$ cat src/rtl/alu_req_arbiter_if.sv
// Handshake bundle between the requesters, the ALU and the arbiter.
// The arbiter is the slave; requesters and ALU sit on the master side.
interface alu_req_arbiter_if #(
    parameter int DW = 64
);
    logic          req0_valid;
    logic [3:0]    req0_opr;
    logic          req0_ready;
    logic          req1_valid;
    logic [3:0]    req1_opr;
    logic          req1_ready;
    logic [3:0]    alu_opr;
    logic          alu_start;
    logic          alu_done;
    logic [DW-1:0] alu_result;
    logic          rsp0_valid;
    logic          rsp0_err;
    logic [DW-1:0] rsp0_data;
    logic          rsp1_valid;
    logic          rsp1_err;
    logic [DW-1:0] rsp1_data;

    modport slave (
        input  req0_valid, req0_opr,
        input  req1_valid, req1_opr,
        input  alu_done, alu_result,
        output req0_ready, req1_ready,
        output alu_opr, alu_start,
        output rsp0_valid, rsp0_err, rsp0_data,
        output rsp1_valid, rsp1_err, rsp1_data
    );

    modport master (
        output req0_valid, req0_opr,
        output req1_valid, req1_opr,
        output alu_done, alu_result,
        input  req0_ready, req1_ready,
        input  alu_opr, alu_start,
        input  rsp0_valid, rsp0_err, rsp0_data,
        input  rsp1_valid, rsp1_err, rsp1_data
    );
endinterface

$ cat src/rtl/alu_req_arbiter.sv
// Round-robin arbiter sharing one complex ALU between two requesters,
// with start pulse, done timeout and per-requester response registers.
module alu_req_arbiter #(
    parameter int DW = 64
) (
    input  logic               clock_i,
    input  logic               reset_i,
    input  logic [5:0]         maxclock_i,
    alu_req_arbiter_if.slave   bus
);
    localparam logic [1:0] S_IDLE  = 2'd0;
    localparam logic [1:0] S_ISSUE = 2'd1;
    localparam logic [1:0] S_WAIT  = 2'd2;
    localparam logic [1:0] S_RESP  = 2'd3;

    logic [1:0]    state_q, state_d;
    logic          rr_q, rr_d;
    logic          own_q, own_d;
    logic [3:0]    opr_q, opr_d;
    logic [5:0]    cnt_q, cnt_d;
    logic [5:0]    max_q, max_d;
    logic          err0_q, err1_q;
    logic [DW-1:0] data0_q, data1_q;

    logic          gnt0, gnt1;
    logic [3:0]    sel_opr;
    logic          legal;
    logic          wr_en;
    logic          wr_err;
    logic [DW-1:0] wr_data;

    // rr_q == 0 favours requester 0 on a tie
    assign gnt0 = bus.req0_valid & (~bus.req1_valid | ~rr_q);
    assign gnt1 = bus.req1_valid & (~bus.req0_valid | rr_q);
    assign sel_opr = gnt1 ? bus.req1_opr : bus.req0_opr;

    always_comb begin
        legal = 1'b0;
        case (sel_opr)
            4'b0000, 4'b0001, 4'b0010,
            4'b0011, 4'b0100, 4'b0110,
            4'b1000, 4'b1001, 4'b1010: legal = 1'b1;
            default:                   legal = 1'b0;
        endcase
    end

    always_comb begin
        state_d = state_q;
        rr_d    = rr_q;
        own_d   = own_q;
        opr_d   = opr_q;
        cnt_d   = cnt_q;
        max_d   = max_q;
        wr_en   = 1'b0;
        wr_err  = 1'b0;
        wr_data = '0;
        unique case (state_q)
            S_IDLE: begin
                if (gnt0 | gnt1) begin
                    own_d = gnt1;
                    opr_d = sel_opr;
                    if (legal) begin
                        state_d = S_ISSUE;
                    end else begin
                        state_d = S_RESP;
                        wr_en   = 1'b1;
                        wr_err  = 1'b1;
                    end
                end
            end
            S_ISSUE: begin
                cnt_d   = '0;
                max_d   = maxclock_i;
                state_d = S_WAIT;
            end
            S_WAIT: begin
                if (bus.alu_done) begin
                    state_d = S_RESP;
                    wr_en   = 1'b1;
                    wr_data = bus.alu_result;
                end else if (cnt_q == max_q) begin
                    state_d = S_RESP;
                    wr_en   = 1'b1;
                    wr_err  = 1'b1;
                end else begin
                    cnt_d = cnt_q + 6'd1;
                end
            end
            S_RESP: begin
                rr_d    = ~own_q;
                state_d = S_IDLE;
            end
        endcase
    end

    always_ff @(posedge clock_i) begin
        if (reset_i) begin
            state_q <= S_IDLE;
            rr_q    <= 1'b0;
            own_q   <= 1'b0;
            opr_q   <= '0;
            cnt_q   <= '0;
            max_q   <= '0;
            err0_q  <= 1'b0;
            err1_q  <= 1'b0;
            data0_q <= '0;
            data1_q <= '0;
        end else begin
            state_q <= state_d;
            rr_q    <= rr_d;
            own_q   <= own_d;
            opr_q   <= opr_d;
            cnt_q   <= cnt_d;
            max_q   <= max_d;
            if (wr_en && !own_d) begin
                err0_q  <= wr_err;
                data0_q <= wr_data;
            end
            if (wr_en && own_d) begin
                err1_q  <= wr_err;
                data1_q <= wr_data;
            end
        end
    end

    assign bus.req0_ready = (state_q == S_IDLE) & gnt0;
    assign bus.req1_ready = (state_q == S_IDLE) & gnt1;
    assign bus.alu_start  = (state_q == S_ISSUE);
    assign bus.alu_opr    = opr_q;
    assign bus.rsp0_valid = (state_q == S_RESP) & ~own_q;
    assign bus.rsp1_valid = (state_q == S_RESP) & own_q;
    assign bus.rsp0_err   = err0_q;
    assign bus.rsp1_err   = err1_q;
    assign bus.rsp0_data  = data0_q;
    assign bus.rsp1_data  = data1_q;
endmodule

$ cat src/flat_wrapper.sv
// flat-port wrapper written by rule: the top's interface ports become plain ports
module alu_req_arbiter_flat 
#(
    parameter int DW = 64
)
  (clock_i, reset_i, maxclock_i, bus_req0_valid, bus_req0_opr, bus_req1_valid, bus_req1_opr, bus_alu_done, bus_alu_result, bus_req0_ready, bus_req1_ready, bus_alu_opr, bus_alu_start, bus_rsp0_valid, bus_rsp0_err, bus_rsp0_data, bus_rsp1_valid, bus_rsp1_err, bus_rsp1_data);
  alu_req_arbiter_if #(.DW(DW)) bus_i ();
  input  logic clock_i;
  input  logic reset_i;
  input  logic [5:0] maxclock_i;
  input wire logic [$bits(bus_i.req0_valid)-1:0] bus_req0_valid;
  input wire logic [$bits(bus_i.req0_opr)-1:0] bus_req0_opr;
  input wire logic [$bits(bus_i.req1_valid)-1:0] bus_req1_valid;
  input wire logic [$bits(bus_i.req1_opr)-1:0] bus_req1_opr;
  input wire logic [$bits(bus_i.alu_done)-1:0] bus_alu_done;
  input wire logic [$bits(bus_i.alu_result)-1:0] bus_alu_result;
  output wire logic [$bits(bus_i.req0_ready)-1:0] bus_req0_ready;
  output wire logic [$bits(bus_i.req1_ready)-1:0] bus_req1_ready;
  output wire logic [$bits(bus_i.alu_opr)-1:0] bus_alu_opr;
  output wire logic [$bits(bus_i.alu_start)-1:0] bus_alu_start;
  output wire logic [$bits(bus_i.rsp0_valid)-1:0] bus_rsp0_valid;
  output wire logic [$bits(bus_i.rsp0_err)-1:0] bus_rsp0_err;
  output wire logic [$bits(bus_i.rsp0_data)-1:0] bus_rsp0_data;
  output wire logic [$bits(bus_i.rsp1_valid)-1:0] bus_rsp1_valid;
  output wire logic [$bits(bus_i.rsp1_err)-1:0] bus_rsp1_err;
  output wire logic [$bits(bus_i.rsp1_data)-1:0] bus_rsp1_data;
  assign bus_i.req0_valid = bus_req0_valid;
  assign bus_i.req0_opr = bus_req0_opr;
  assign bus_i.req1_valid = bus_req1_valid;
  assign bus_i.req1_opr = bus_req1_opr;
  assign bus_i.alu_done = bus_alu_done;
  assign bus_i.alu_result = bus_alu_result;
  assign bus_req0_ready = bus_i.req0_ready;
  assign bus_req1_ready = bus_i.req1_ready;
  assign bus_alu_opr = bus_i.alu_opr;
  assign bus_alu_start = bus_i.alu_start;
  assign bus_rsp0_valid = bus_i.rsp0_valid;
  assign bus_rsp0_err = bus_i.rsp0_err;
  assign bus_rsp0_data = bus_i.rsp0_data;
  assign bus_rsp1_valid = bus_i.rsp1_valid;
  assign bus_rsp1_err = bus_i.rsp1_err;
  assign bus_rsp1_data = bus_i.rsp1_data;
  alu_req_arbiter #(.DW(DW)) u_core (.clock_i(clock_i), .reset_i(reset_i), .maxclock_i(maxclock_i), .bus(bus_i));
endmodule
$ cat config.mk
export PLATFORM = sky130hd
export DESIGN_NAME = alu_req_arbiter_flat
export DESIGN_NICKNAME = d
export VERILOG_FILES = /design/src/rtl/alu_req_arbiter_if.sv /design/src/rtl/alu_req_arbiter.sv /design/src/flat_wrapper.sv
export SDC_FILE = /design/constraint.sdc
export NUM_CORES = 1
export LEC_CHECK = 0
export CORE_MARGIN = 4
export CORE_UTILIZATION = 45
export CTS_CLUSTER_SIZE = 40
export DETAILED_ROUTE_END_ITERATION = 6
export GPL_TIMING_DRIVEN = 0
export PLACE_DENSITY_LB_ADDON = 0.2
export SKIP_CTS_REPAIR_TIMING = 1
export SLEW_MARGIN = 20
export SYNTH_ARGS = -nofsm -noshare
export SYNTH_HDL_FRONTEND = slang
export SYNTH_SLANG_ARGS = --single-unit
$ cat constraint.sdc
create_clock -name clock_i -period 2.5 [get_ports clock_i]
set_input_delay 0.375 -clock clock_i [delete_from_list [all_inputs] [get_ports clock_i]]
set_output_delay 0.375 -clock clock_i [all_outputs]
set_load 0.05 [all_outputs]
# After elaboration in Yosys (flattened, before gate mapping)
# Memory sizes are Yosys's and may differ from the RTL's.
# Cells that the tools add are included.
[word_totals]
regBits = 150
mem_bits_ro = 16
input_bits = 83
output_inout_bits = 139
word_cells = 61
memories = 1
[op_classes]
addsub = 1
eq_ne = 8
mux = 20
n_bitwise = 13
n_reduce_logical = 8
[memory_table]
columns = ["name", "depth", "width", "read_ports", "rd_clocked_by_memory_dff", "write_ports", "line", "rtl"]
rows = [
  ["(name not given)", 16, 1, 1, 0, 0, "alu_req_arbiter.sv:39", "case (sel_opr)"],
]
[ops]
columns = ["op", "n"]
rows = [
  ["$mux 64", 2],
  ["$mux 6", 2],
  ["$pmux 6 s2", 1],
  ["$mux 2", 4],
  ["$pmux 2 s4", 1],
  ["$mux 1", 7],
  ["$add 6x1->6 const B", 1],
  ["$and 1x1->1", 6],
  ["$eq 6x6->1", 1],
  ["$eq 2x2->1 const B", 2],
  ["$mux 4", 1],
  ["$ne 2x2->1 const B", 2],
  ["$not 1->1", 4],
  ["$pmux 1 s2", 2],
  ["$reduce_and 2->1", 2],
  ["$ne 3x2->1 const B", 1],
  ["$or 1x1->1", 3],
  ["$reduce_and 3->1", 1],
  ["$eq 2x1->1 const B", 1],
  ["$logic_and 1x1->1", 2],
  ["$logic_not 2->1", 1],
  ["$ne 2x1->1 const B", 1],
  ["$reduce_bool 2->1", 1],
  ["$logic_not 1->1", 1],
]

# Logic depth before layout (Yosys ltp)
# Gate-level depths: netlist (run 1).
# An unclocked memory read counts as a cell.
[depth]
depth_word = 9
depth_mapped = 9
mapped_depth_nobuf = 7

# Worst setup path after synthesis (run 1)
# No wires, ideal clock.
[synth_timing]
path_kind = "reg2reg"
start = "register u_core.state_q[0]"
end = "register u_core.data0_q[12] (netlist: u_core.bus.rsp0_data[12])"
setup_time_ns = 0.072
t_arrival_ns = 2.167
required_time_ns = 2.428
slack_ns = 0.262
stages_incl_launch_ff = 10
n_path_buf = 3
period_less_slack_ns = 2.238
path_cell_list = "dfxtp_1 > inv_1 > ha_1 > clkbuf_1 > and3_1 > o21ai_1 > o31ai_4 > buf_6 > buf_12 > mux2i_1"
[synth_via]
elab_chain_len = 4
elab_cells_between_ends = 7
cone_classes = "eq/ne (1); mux (3); reduce/logical (3)"
[synth_lines]
columns = ["item", "line", "rtl"]
rows = [
  ["start, declared", "alu_req_arbiter.sv:16", "logic [1:0] state_q, state_d;"],
  ["start signal, assigned", "alu_req_arbiter.sv:109", "state_q <= state_d;"],
  ["parallel branches: the longest is 4 deep, another holds $eq 2x2->1", "--", ""],
  ["end signal, assigned", "alu_req_arbiter.sv:117", "data0_q <= wr_data;"],
  ["end, declared", "alu_req_arbiter.sv:23", "logic [DW-1:0] data0_q, data1_q;"],
]
# Parallel ways; which one is timed is not known.
# A chain may end at the register's enable or synchronous reset.

# Final worst setup path (run 1)
[layout_timing]
start = "register u_core.state_q[1]"
end = "output port bus_rsp0_valid"
[layout_via]
elab_chain_len = 2
[layout_lines]
columns = ["item", "line", "rtl"]
rows = [
  ["$eq 2x2->1", "alu_req_arbiter.sv:130", "assign bus.rsp0_valid = (state_q == S_RESP) & ~own_q;"],
  ["$and 1x1->1", "alu_req_arbiter.sv:130", ""],
  ["end, declared", "flat_wrapper.sv:21", "output wire logic [$bits(bus_i.rsp0_valid)-1:0] bus_rsp0_valid;"],
]
# Every way passes these cells.

==> results of run 1 <==
## layer usage
metal / vias up / part of all wire (%) / wire length [um]
met5: - / 0 / 0
met2: 204 / 47 / 8400
met1: 2504 / 42 / 7460
met3: 39 / 7.7 / 1370
met4: 0 / 3.0 / 525
li1: 2578 / - / -
## state kept, by name (all words and copies together), names as in the netlist
signal and cells:
u_core.bus.rsp0_data 64, u_core.state_q 2, u_core.own_q 1, u_core.bus.rsp1_data 64, u_core.bus.alu_opr 4, u_core.max_q 6, u_core.bus.rsp1_err 1, u_core.bus.rsp0_err 1
u_core.rr_q 1, u_core.cnt_q 6
## cells in the final DEF, fill, tap and decap left out, drive strengths merged, types with 2 or more instances in the layout
cell type	netlist	layout
nor2	16	16
a32o	2	2
a22oi	2	2
a21oi	10	10
inv	8	8
a21boi	2	2
o31ai	3	3
o211a	2	2
clkdlybuf4s50	0	219
and2	2	2
nand3	10	10
nor3	3	3
o21ai	4	4
ha	5	5
nand2b	5	5
o41ai	2	2
buf	16	16
and3	2	2
nand2	198	198
xor2	6	6
mux2i	135	135
clkbuf	25	54
bufinv	0	3
dfxtp	150	150
a211oi	4	4
## final timing paths
check | to | slack, ns | depth (start not counted)
worst max-delay path | bus_rsp0_valid | 0.13 | 3
worst min-delay path | u_core.bus.rsp1_err | 0.45 | 2
worst max register to register | u_core.bus.rsp0_data[59] | 0.24 | 9
worst min register to register | u_core.bus.rsp1_err | 0.45 | 2
## power by group through the flow
stage,logic [uW],clock network [uW],registers (uW)
5_1_grt,3010,2730,2670
3_3_place_gp,2810,0,2690
3_5_place_dp,2850,0,2700
2_1_floorplan,1790,0,3030
4_1_cts,2870,2610,2650
6_report,2850,2590,2650
## layout make-up
class                      count  area (um^2)  share of cell area [%]
sequential                   150         3000                    32.8
clock buffer                  27          503                    5.49
timing repair buffer         221         2200                    24.1
tap                          176          220                    2.41
clock inverter                 3         90.1                   0.984
inverter                       9         33.8                   0.369
buffer                        41          342                    3.73
multi-input combinational    428         2760                    30.2
## kinds of logic after synthesis
| kind of cell | after synthesis | synth area share (%) |
|---|---|---|
| muxes | 136 | 22.2 |
| and+or+nand+nor | 242 | 15.9 |
| AOI/OAI and AO/OA | 38 | 4.83 |
| xor gates and xnor gates | 7 | 0.999 |
| adders and majority gates | 5 | 1.02 |
| buffers and inverters | 50 | 6.12 |
| DFF | 150 | 48.9 |
## through the flow
| step | util [%] | total power (uW) |
|---|---|---|
| 6_report | 68.9 | 8090 |
| 5_1_grt | 68.9 | 8410 |
| 4_1_cts | 68.9 | 8130 |
| 3_5_place_dp | 64.4 | 5550 |
| 3_3_place_gp | 64.4 | 5500 |
| 2_1_floorplan | - | 4820 |
## critical path, stage by stage, from the launching register on
cell and delay, ns:
dfxtp_1 0.39, ha_1 0.20, nor2b_1 0.15, clkdlybuf4s50_1 0.83
==> out/qor.yml, run 1 <==
place:
  dp_slack_ns: -0.184
  gp_congestion: 0.891
  placed_cell_area_mm2: 0.00857
  dp.cells: 1025
  hpwl_mm: 13.1
  portBuffers: 221
synthesis:
  synth.area.top_cells: "dfxtp_1 (49%), mux2i_1 (22%), nand2_1 (12%)"
  synth_seq_cells: 150
  syn_area_mm2: 0.00614
  synth_top_cells_by_count: "nand2_1 (198), dfxtp_1 (150), mux2i_1 (135)"
  netlist.area_leader.share_pct: 48.9
  async_flop_share_pct: 0
  synth.avg_cell_area_um2: 9.77
  yosysMostFrequentCell: "nand2_1"
  syn_inst: 628
  dominantRegCellSynth: "dfxtp_1"
  yosys_warnings: 0
  seq_area_frac_synth_pct: 48.9
  synth_fp_nets: 716
  synth_edf_count: 0
  yosysTopAreaCell: "dfxtp_1"
  ys_types: 45
floorplanning:
  ioPinCount: 222
  coreArea_mm2: 0.0133
  num_rows: 42
  initial_core_util_pct: 46.2
  die_h_um: 125
  die_w_um: 125
  die_area_mm2: 0.0156
route:
  drc: 0
  drt_iter0_drc: 303
  final_antenna_net_count: 0
  vias_per_cell: 5.05
  via_count: 5325
  drtPass1Iterations: 4
  routed_wl_mm: 17.8
  wl_per_cell_um: 16.8
pwr:
  power_frac_seq_pct: 32.8
  p_sw_share_pct: 32.4
  p_leak_uw: 0.00397
  p_switching_uw: 2620
  internal_power_uw: 5470
  clkPwrFrac_pct: 32.0
  ir_worst_vdd_v: 0.000539
  powerDensity_mw_per_mm2: 884
  combPwrFrac_pct: 35.2
timing:
  fin_hold_ws_ns: 0.454
  worstMarginPinSlew_ns: 0.592
  fin_ws_ns: 0.135
  fin_skew_ns: 0.00855
  tns_ns: 0
  max_freq_mhz: 423
  rsz0062_at_grt: "false"
  timing.final.crit_share_pct: 94.6
  drv_slew: 0
  relSlewSlack_pct: 60.6
  layout_min_cycle_time_ns: 2.37
  finalSetupViolCount: 0
  hold_viol: 0
worst_setup_path:
  path_max_fanout: 4
  timing.rr.start: "u_core.state_q[0]"
  crit_path_end_kind: "output pin"
  worstSetupPathType: "flip-flop to output pin"
  critPathLaunch: "u_core.state_q[1]"
  start_kind: "flip-flop"
  worstPathArrival_ns: 1.99
  worstPathRequired_ns: 2.12
clocking:
  cts_made_buffers: 17
  cts_tree: "yes"
  root_buffer: "clkbuf_16"
  clk_latency_ns: 0.42
  clock_sinks: 150
  htree_num_levels: 4
  clockBufferDepth: 2
  clkTransAtPathRegs_ns: 0.06
min_path:
  min_path_type: "flip-flop to flip-flop"
  min_from: "u_core.bus.rsp1_err"
global_routing:
  top_usage_layer: "met2"
  grtUsageTotal_pct: 22.8
  grt_pass1_wl_mm: 28.9
  grtUsageMet2_pct: 37.3
  grt_use_met1_pct: 26.6
  antenna_found_initial: 0
  grt_pass1_vias: 5731
  grt_max_degree: 17
  grt_use_met3_pct: 8.88
  overflow: 0
layout:
  area_growth_pct: 49.2
  drive_gt1_share_pct: 5.46
  fin_area_mm2: 0.00915
  diodes: 0
  fin_nets: 956
  instances_no_fill: 1055
  fillCellCount: 1026
flow_run:
  cap_violations: 0
run_status:
  status: "finished, final reports clean"
(Power assumes the default switching activity.)
==> run 2: changes to the inputs <==
--- a/config.mk
+++ b/config.mk
@@ -12,7 +12,6 @@
 export GPL_TIMING_DRIVEN = 0
 export PLACE_DENSITY_LB_ADDON = 0.2
 export SKIP_CTS_REPAIR_TIMING = 1
-export SLEW_MARGIN = 20
 export SYNTH_ARGS = -nofsm -noshare
 export SYNTH_HDL_FRONTEND = slang
 export SYNTH_SLANG_ARGS = --single-unit
==> results of run 2 <==
Final layout, timing and power as in run 1 (identical DEF).
